--- config.mk ---
export PLATFORM = sky130hd
export DESIGN_NAME = boss_bullet_pool
export DESIGN_NICKNAME = d
export VERILOG_FILES = /design/src/rtl/boss_bullet_pool.sv
export SDC_FILE = /design/constraint.sdc
export NUM_CORES = 1
export LEC_CHECK = 0
export BUFFER_PORTS_ARGS = -buffer_cell sky130_fd_sc_hd__buf_2
export CORE_ASPECT_RATIO = 0.6
export CORE_MARGIN = 2
export CORE_UTILIZATION = 58
export CTS_CLUSTER_DIAMETER = 40
export DETAILED_ROUTE_END_ITERATION = 12
export PLACE_DENSITY = 0.8
export SLEW_MARGIN = 20
export SYNTH_ARGS = -nofsm -noshare
export SYNTH_HDL_FRONTEND = slang
export SYNTH_SLANG_ARGS = --single-unit
--- constraint.sdc ---
create_clock -name clk -period 4.4 [get_ports clk]
set_clock_uncertainty 0.15 [all_clocks]
set_input_delay 0.22 -clock clk [delete_from_list [all_inputs] [get_ports clk]]
set_output_delay 0.22 -clock clk [all_outputs]
set_load 0.02 [all_outputs]
--- src/rtl/boss_bullet_pool.sv ---
// Multi-slot boss bullet manager: periodic spawn below the boss, downward
// flight on tick, retire on screen exit or hit, plus a per-pixel lookup that
// reports the lowest-index live bullet under the scan position.
//
// Ports:
//   clk, rst          clock, synchronous active-high reset
//   tick              one-cycle movement/fire strobe
//   boss_x, boss_y    boss top-left position (y in biased space)
//   boss_exist        boss alive; low clears every bullet and the fire counter
//   x, y              scan pixel position
//   hit_valid/hit_idx kill request for one slot
//   bullet_en         scan pixel lies inside a live bullet (combinational)
//   bullet_idx        slot drawn at the scan pixel (combinational)
//   rom_addr          sprite ROM address col+row*BW (combinational)
//   active_mask       live bit per slot
//   fire_pulse        a bullet spawned (registered, one cycle)
//   drop_pulse        a spawn attempt found no free slot (registered, one cycle)
module boss_bullet_pool #(
  parameter int unsigned NUM_BULLETS = 4,
  parameter int unsigned IDX_W       = 2,
  parameter int unsigned BW          = 20,
  parameter int unsigned BH          = 60,
  parameter int unsigned SPEED       = 1,
  parameter int unsigned FIRE_PERIOD = 120,
  parameter int unsigned OFFSET_X    = 54,
  parameter int unsigned OFFSET_Y    = 60,
  parameter int unsigned Y_BIAS      = 480,
  parameter int unsigned Y_LIMIT     = 960,
  parameter int unsigned ADDR_W      = 11
) (
  input  logic                   clk,
  input  logic                   rst,
  input  logic                   tick,
  input  logic [9:0]             boss_x,
  input  logic [9:0]             boss_y,
  input  logic                   boss_exist,
  input  logic [9:0]             x,
  input  logic [9:0]             y,
  input  logic                   hit_valid,
  input  logic [IDX_W-1:0]       hit_idx,
  output logic                   bullet_en,
  output logic [IDX_W-1:0]       bullet_idx,
  output logic [ADDR_W-1:0]      rom_addr,
  output logic [NUM_BULLETS-1:0] active_mask,
  output logic                   fire_pulse,
  output logic                   drop_pulse
);

  localparam int unsigned FC_W = (FIRE_PERIOD > 1) ? $clog2(FIRE_PERIOD) : 1;

  logic [NUM_BULLETS-1:0] live;
  logic [9:0]             bx    [NUM_BULLETS];
  logic [9:0]             by    [NUM_BULLETS];
  logic [10:0]            moved [NUM_BULLETS];
  logic [FC_W-1:0]        fcnt;
  logic                   fire_now;
  logic                   free_found;
  logic [IDX_W-1:0]       free_idx;
  logic [10:0]            x11;
  logic [10:0]            y11;
  logic [10:0]            col;
  logic [10:0]            row;

  assign active_mask = live;
  assign fire_now    = tick && (fcnt == FC_W'(FIRE_PERIOD - 1));

  // Next position of every slot at 11 bits so the screen-exit test cannot wrap.
  always_comb begin
    for (int i = 0; i < NUM_BULLETS; i++) begin
      moved[i] = {1'b0, by[i]} + 11'(SPEED);
    end
  end

  // Lowest free slot, judged on the registered live bits only.
  always_comb begin
    free_found = 1'b0;
    free_idx   = '0;
    for (int i = NUM_BULLETS - 1; i >= 0; i--) begin
      if (!live[i]) begin
        free_found = 1'b1;
        free_idx   = IDX_W'(i);
      end
    end
  end

  // Slot state and fire counter.
  always_ff @(posedge clk) begin
    fire_pulse <= 1'b0;
    drop_pulse <= 1'b0;
    if (rst) begin
      live <= '0;
      fcnt <= '0;
      for (int i = 0; i < NUM_BULLETS; i++) begin
        bx[i] <= '0;
        by[i] <= '0;
      end
    end else if (!boss_exist) begin
      live <= '0;
      fcnt <= '0;
    end else begin
      for (int i = 0; i < NUM_BULLETS; i++) begin
        if (live[i]) begin
          if (hit_valid && (hit_idx == IDX_W'(i))) begin
            live[i] <= 1'b0;
          end else if (tick) begin
            by[i] <= moved[i][9:0];
            if (moved[i] > 11'(Y_LIMIT)) live[i] <= 1'b0;
          end
        end
      end
      if (tick) begin
        if (fire_now) begin
          fcnt <= '0;
          // The chosen slot was dead at the start of the cycle, so nothing
          // above touches it and the spawn cannot collide with a hit or move.
          if (free_found) begin
            live[free_idx] <= 1'b1;
            bx[free_idx]   <= boss_x + 10'(OFFSET_X);
            by[free_idx]   <= boss_y + 10'(OFFSET_Y);
            fire_pulse     <= 1'b1;
          end else begin
            drop_pulse     <= 1'b1;
          end
        end else begin
          fcnt <= fcnt + FC_W'(1);
        end
      end
    end
  end

  assign x11 = {1'b0, x};
  assign y11 = {1'b0, y} + 11'(Y_BIAS);

  // Pixel lookup; scanning downward lets the lowest matching index win.
  always_comb begin
    bullet_en  = 1'b0;
    bullet_idx = '0;
    rom_addr   = '0;
    col        = '0;
    row        = '0;
    for (int i = NUM_BULLETS - 1; i >= 0; i--) begin
      if (live[i] &&
          (x11 >= {1'b0, bx[i]}) && (x11 < ({1'b0, bx[i]} + 11'(BW))) &&
          (y11 >= {1'b0, by[i]}) && (y11 < ({1'b0, by[i]} + 11'(BH)))) begin
        bullet_en  = 1'b1;
        bullet_idx = IDX_W'(i);
        col        = x11 - {1'b0, bx[i]};
        row        = y11 - {1'b0, by[i]};
        rom_addr   = ADDR_W'(32'(col) + 32'(row) * BW);
      end
    end
  end

endmodule

==> out/qor.log <==
[outcome] result of the run finished, violations left
[outcome] violated checks negative setup slack
[grt] pin count of the biggest net entering global routing 21
[critical_path] arrival time of the worst setup path 5200 ps
[sta] RSZ-0062 raised after global routing yes
[drt] via-per-instance ratio 6.27
[sta] headroom to the max-slew limit 26.2%
[sta] hold violation total from the final report 0
[grt] number of antenna violations at the first check in global routing 0
[critical_path] minimum setup slack among reg-to-reg paths 790 ps
[pwr] static power due to leakage 7.60 nW
[logic_synthesis] synthesized flop and latch total 93
[drt] remaining routing DRC violations 0
[critical_path] reg-to-reg startpoint fcnt[0]$_SDFFE_PP0P_
[logic_synthesis] warning count from the yosys run 0
[logic_synthesis] synthesized area 0.0133 mm^2
[floorplanning] starting density of the core 59.7%
[drt] total iterations of the first detailed-routing run 6
[finish] most frequent cells in the layout 233 x sky130_fd_sc_hd__buf_4, 209 x sky130_fd_sc_hd__ha_1, 135 x sky130_fd_sc_hd__inv_1, 116 x sky130_fd_sc_hd__xnor2_1, 112 x sky130_fd_sc_hd__nor2_1
[grt] number of global-route vias before repair 12700
[logic_synthesis] Unique masters post-synth 75
[cts] number of buffers created by CTS 9
[cts] master cell of the clock root buffer sky130_fd_sc_hd__clkbuf_16
[finish] share of layout cells above drive strength 1 26.5%
[min_path] number of cells traversed by the worst hold path 2
[critical_path] required time of the critical path 4030 ps
[drt] post-route antenna net violation count 0
[logic_synthesis] sequential-to-total area share from yosys stat 20.0%
[floorplanning] Die X-Extent 200 um
[finish] # diodes 0
[pwr] Clock Power Share 9.8%
[cts] Sinks on Clock Net 93
[pwr] largest vdd supply drop 0.532 mV
[sta] PnR worst setup slack -1170 ps
[pwr] switching share of power 43.1%
[logic_synthesis] number of enable-type register cells in the synthesized netlist 80
[critical_path] startpoint type of the worst setup path flip-flop
[logic_synthesis] Synth async-reset ratio 0%
[critical_path] FF-to-FF path depth 12
[min_path] Hold Startpoint boss_x[1]
[floorplanning] die height 121 um
[min_path] Hold Path Sink bx[2][1]$_SDFFCE_PN0P_
[floorplanning] Core Area 0.0223 mm^2
[cts] Worst-Skew Late Latency 380 ps
[sta] minimum clock period after layout 5570 ps
[critical_path] classification of the worst setup path flip-flop to primary output
[logic_synthesis] number of nets produced by synthesis 1848
[pwr] Cell Int Power 0.00455 W
[pwr] part of the total power dissipated in sequential elements 12.8%
[cts] Clock Path Buffers 2
[place] Port Buf Inserts 66
[grt] global-route wire length before repair 67000 um
[sta] Max Slew Vio Count 0
[place] half-perimeter wire length after detailed placement 34500 um
[logic_synthesis] Gate Count Post-Synth 1507
[finish] nets 2139
[drt] vias post-DR 13200
[critical_path] Critical R2R Capture by[1][2]$_DFFE_PP_
[cts] number of H-tree levels 3
[pwr] net switching power of the design 0.00346 W
[cts] CTS tree built
[sta] sum of negative setup slack -4320 ps
[finish] fill cell instance count of the final layout 1492
[min_path] Min-Delay Path Class input pin to flip-flop
[floorplanning] die area 0.0242 mm^2
[floorplanning] Rows 42
[sta] Final Setup Violations 6
[critical_path] critical path capture point type primary output
[sta] fin crit share 127%
[sta] transition time at the pin with the least slew margin 1100 ps
[logic_synthesis] synthesized area per cell 8.83 um^2
[sta] maximum clock rate 179 MHz
[logic_synthesis] Post-synth top flop sky130_fd_sc_hd__edfxtp_1
[pwr] pwr/cell area 468 mW/mm^2
[critical_path] worst-path fanout max 5
[cts] number of hold buffers added after cts 0
[pwr] logic gate share of total power 77.4%
[sta] hold slack 79.2 ps
[grt] total gr overflow 0
[flow_run] Max Cap Violations 0
[finish] Layout area overhead 28.6%
[grt] GRT Util Overall 36.3%
[drt] WL final 45000 um
[drt] initial detailed-routing violation count 1494
[drt] average detailed-routed wire length per instance 21.3 um
[floorplanning] Boundary Pins 67
[place] final weighted congestion in routability-driven placement 0.979
[finish] commonest non-fill, non-tap cell in the layout sky130_fd_sc_hd__buf_4
[cts] clock-pin slew on the worst setup and hold paths 70 ps
-- logic make-up after synthesis --
group / count (synthesis) / share of synthesized area (%)
buffers and inverters: 175 / 5.00
AOI/OAI and AO/OA: 353 / 17.2
and+or+nand+nor: 407 / 14.9
xor gates and xnor gates: 179 / 12.1
muxes: 6 / 0.451
DFF: 93 / 20.0
adders and majority gates: 294 / 30.3
-- layout make-up --
class / count / area (um^2) / area share [%]
Multi-Input combinational cell: 1239 / 11000 / 64.3
Sequential cell: 93 / 2660 / 15.5
Timing Repair Buffer: 307 / 2220 / 13.0
Tap cell: 308 / 385 / 2.25
Clock inverter: 7 / 56.3 / 0.329
Clock buffer: 9 / 225 / 1.32
Inverter: 148 / 559 / 3.27
-- cell usage after synthesis, types with 4 or more instances --
master                      count  area, um^2
sky130_fd_sc_hd__or4_1          4        30.0
sky130_fd_sc_hd__o211ai_1       6        45.0
sky130_fd_sc_hd__nand3_1       52         260
sky130_fd_sc_hd__nand2_1       79         297
sky130_fd_sc_hd__or2_2          6        37.5
sky130_fd_sc_hd__a21oi_1       80         400
sky130_fd_sc_hd__mux2i_1        6        60.1
sky130_fd_sc_hd__clkbuf_1      23        86.3
sky130_fd_sc_hd__nand3b_1       5        37.5
sky130_fd_sc_hd__and3_1        13        81.3
sky130_fd_sc_hd__nand2b_1      20         125
sky130_fd_sc_hd__nor2b_1       13        81.3
sky130_fd_sc_hd__xnor2_1      132        1160
sky130_fd_sc_hd__xor2_1        44         385
sky130_fd_sc_hd__or3_1          7        43.8
sky130_fd_sc_hd__inv_1        146         548
sky130_fd_sc_hd__o21ai_0       76         380
sky130_fd_sc_hd__o41ai_1        5        43.8
sky130_fd_sc_hd__a21boi_1       4        30.0
sky130_fd_sc_hd__a21o_1        27         203
sky130_fd_sc_hd__o22a_1         4        35.0
sky130_fd_sc_hd__o22ai_1       38         238
sky130_fd_sc_hd__a211o_1        6        52.6
sky130_fd_sc_hd__ha_1         246        3080
sky130_fd_sc_hd__fa_1          48         961
sky130_fd_sc_hd__a31oi_1       12        75.1
sky130_fd_sc_hd__a2111oi_0      6        52.6
sky130_fd_sc_hd__nor3_1        39         195
sky130_fd_sc_hd__nor4_1        10        62.6
sky130_fd_sc_hd__nand4_1       25         156
sky130_fd_sc_hd__nor2_1       117         439
sky130_fd_sc_hd__dfxtp_1       13         260
sky130_fd_sc_hd__o21bai_1      10        75.1
sky130_fd_sc_hd__o221ai_1       4        35.0
sky130_fd_sc_hd__edfxtp_1      80        2400
sky130_fd_sc_hd__a211oi_1      14         105
sky130_fd_sc_hd__o21a_1        14         105
sky130_fd_sc_hd__o2111ai_1     10        87.6
-- flip-flops by register name (all words and copies together), names as in the netlist --
| name | cells |
|---|---|
| fire_pulse | 1 |
| active_mask | 4 |
| bx | 40 |
| drop_pulse | 1 |
| by | 40 |
| fcnt | 7 |
-- critical path: stages (launching register included) --
cell	delay (ps)
sky130_fd_sc_hd__edfxtp_1	390
sky130_fd_sc_hd__inv_1	110
sky130_fd_sc_hd__ha_1	320
sky130_fd_sc_hd__a21oi_2	210
sky130_fd_sc_hd__buf_4	140
sky130_fd_sc_hd__nand2b_1	140
sky130_fd_sc_hd__nand3b_1	170
sky130_fd_sc_hd__xnor2_2	200
sky130_fd_sc_hd__xnor2_1	140
sky130_fd_sc_hd__ha_1	380
sky130_fd_sc_hd__xor2_2	260
sky130_fd_sc_hd__fa_1	490
sky130_fd_sc_hd__ha_4	200
sky130_fd_sc_hd__nor3_1	340
sky130_fd_sc_hd__nor2_1	150
sky130_fd_sc_hd__o41ai_2	110
sky130_fd_sc_hd__o21a_1	240
sky130_fd_sc_hd__nor3b_2	170
sky130_fd_sc_hd__mux2i_1	120
sky130_fd_sc_hd__a311oi_4	370
sky130_fd_sc_hd__buf_6	170
-- metrics by stage --
stage | total power [W] | worst slack [ps] | area, um^2 | std cells | util (%)
CTS | 0.00725 | -977 | 16600 | 2093 | 74.6
finish | 0.00801 | -1170 | 17100 | 2111 | 76.9
detailed placement | 0.00582 | -918 | 15700 | 2065 | 70.7
floorplan | 0.00422 | -306 | 13500 | 1507 | -
global route | 0.00850 | -1340 | 17100 | 2111 | 76.9
global placement | 0.00564 | -806 | 15700 | 2065 | 70.7
-- worst max path at each step --
stage,startpoint,end,cells past startpoint
6_report,by[3][3]$_DFFE_PP_,rom_addr[10],20
3_3_place_gp,y[0],rom_addr[10],21
3_5_place_dp,y[0],rom_addr[10],25
4_1_cts,by[1][1]$_DFFE_PP_,rom_addr[10],21
5_1_grt,by[3][3]$_DFFE_PP_,rom_addr[10],20
2_1_floorplan,by[1][1]$_DFFE_PP_,rom_addr[10],20
-- what timing repair did --
item / 4_1_cts / 5_1_grt
buffers inserted: 16 / 18
setup endpoints to repair: 8 / 14
pin swaps: 70 / 52
resized for setup: 94 / 70
-- power by group through the flow --
| stage | clock (W) | combinational [W] | sequential [W] |
|---|---|---|---|
| finish | 0.000785 | 0.00620 | 0.00103 |
| global route | 0.000815 | 0.00666 | 0.00103 |
| global placement | 0 | 0.00460 | 0.00104 |
| CTS | 0.000781 | 0.00545 | 0.00103 |
| detailed placement | 0 | 0.00478 | 0.00104 |
| floorplan | 0 | 0.00318 | 0.00104 |
-- per-layer routing --
layer	part of all wire (%)	track usage [%]
met5	0	0
met4	3.5	11.0
met3	13	9.26
met2	42	53.4
met1	41	52.2
(Power assumes the default switching activity.)
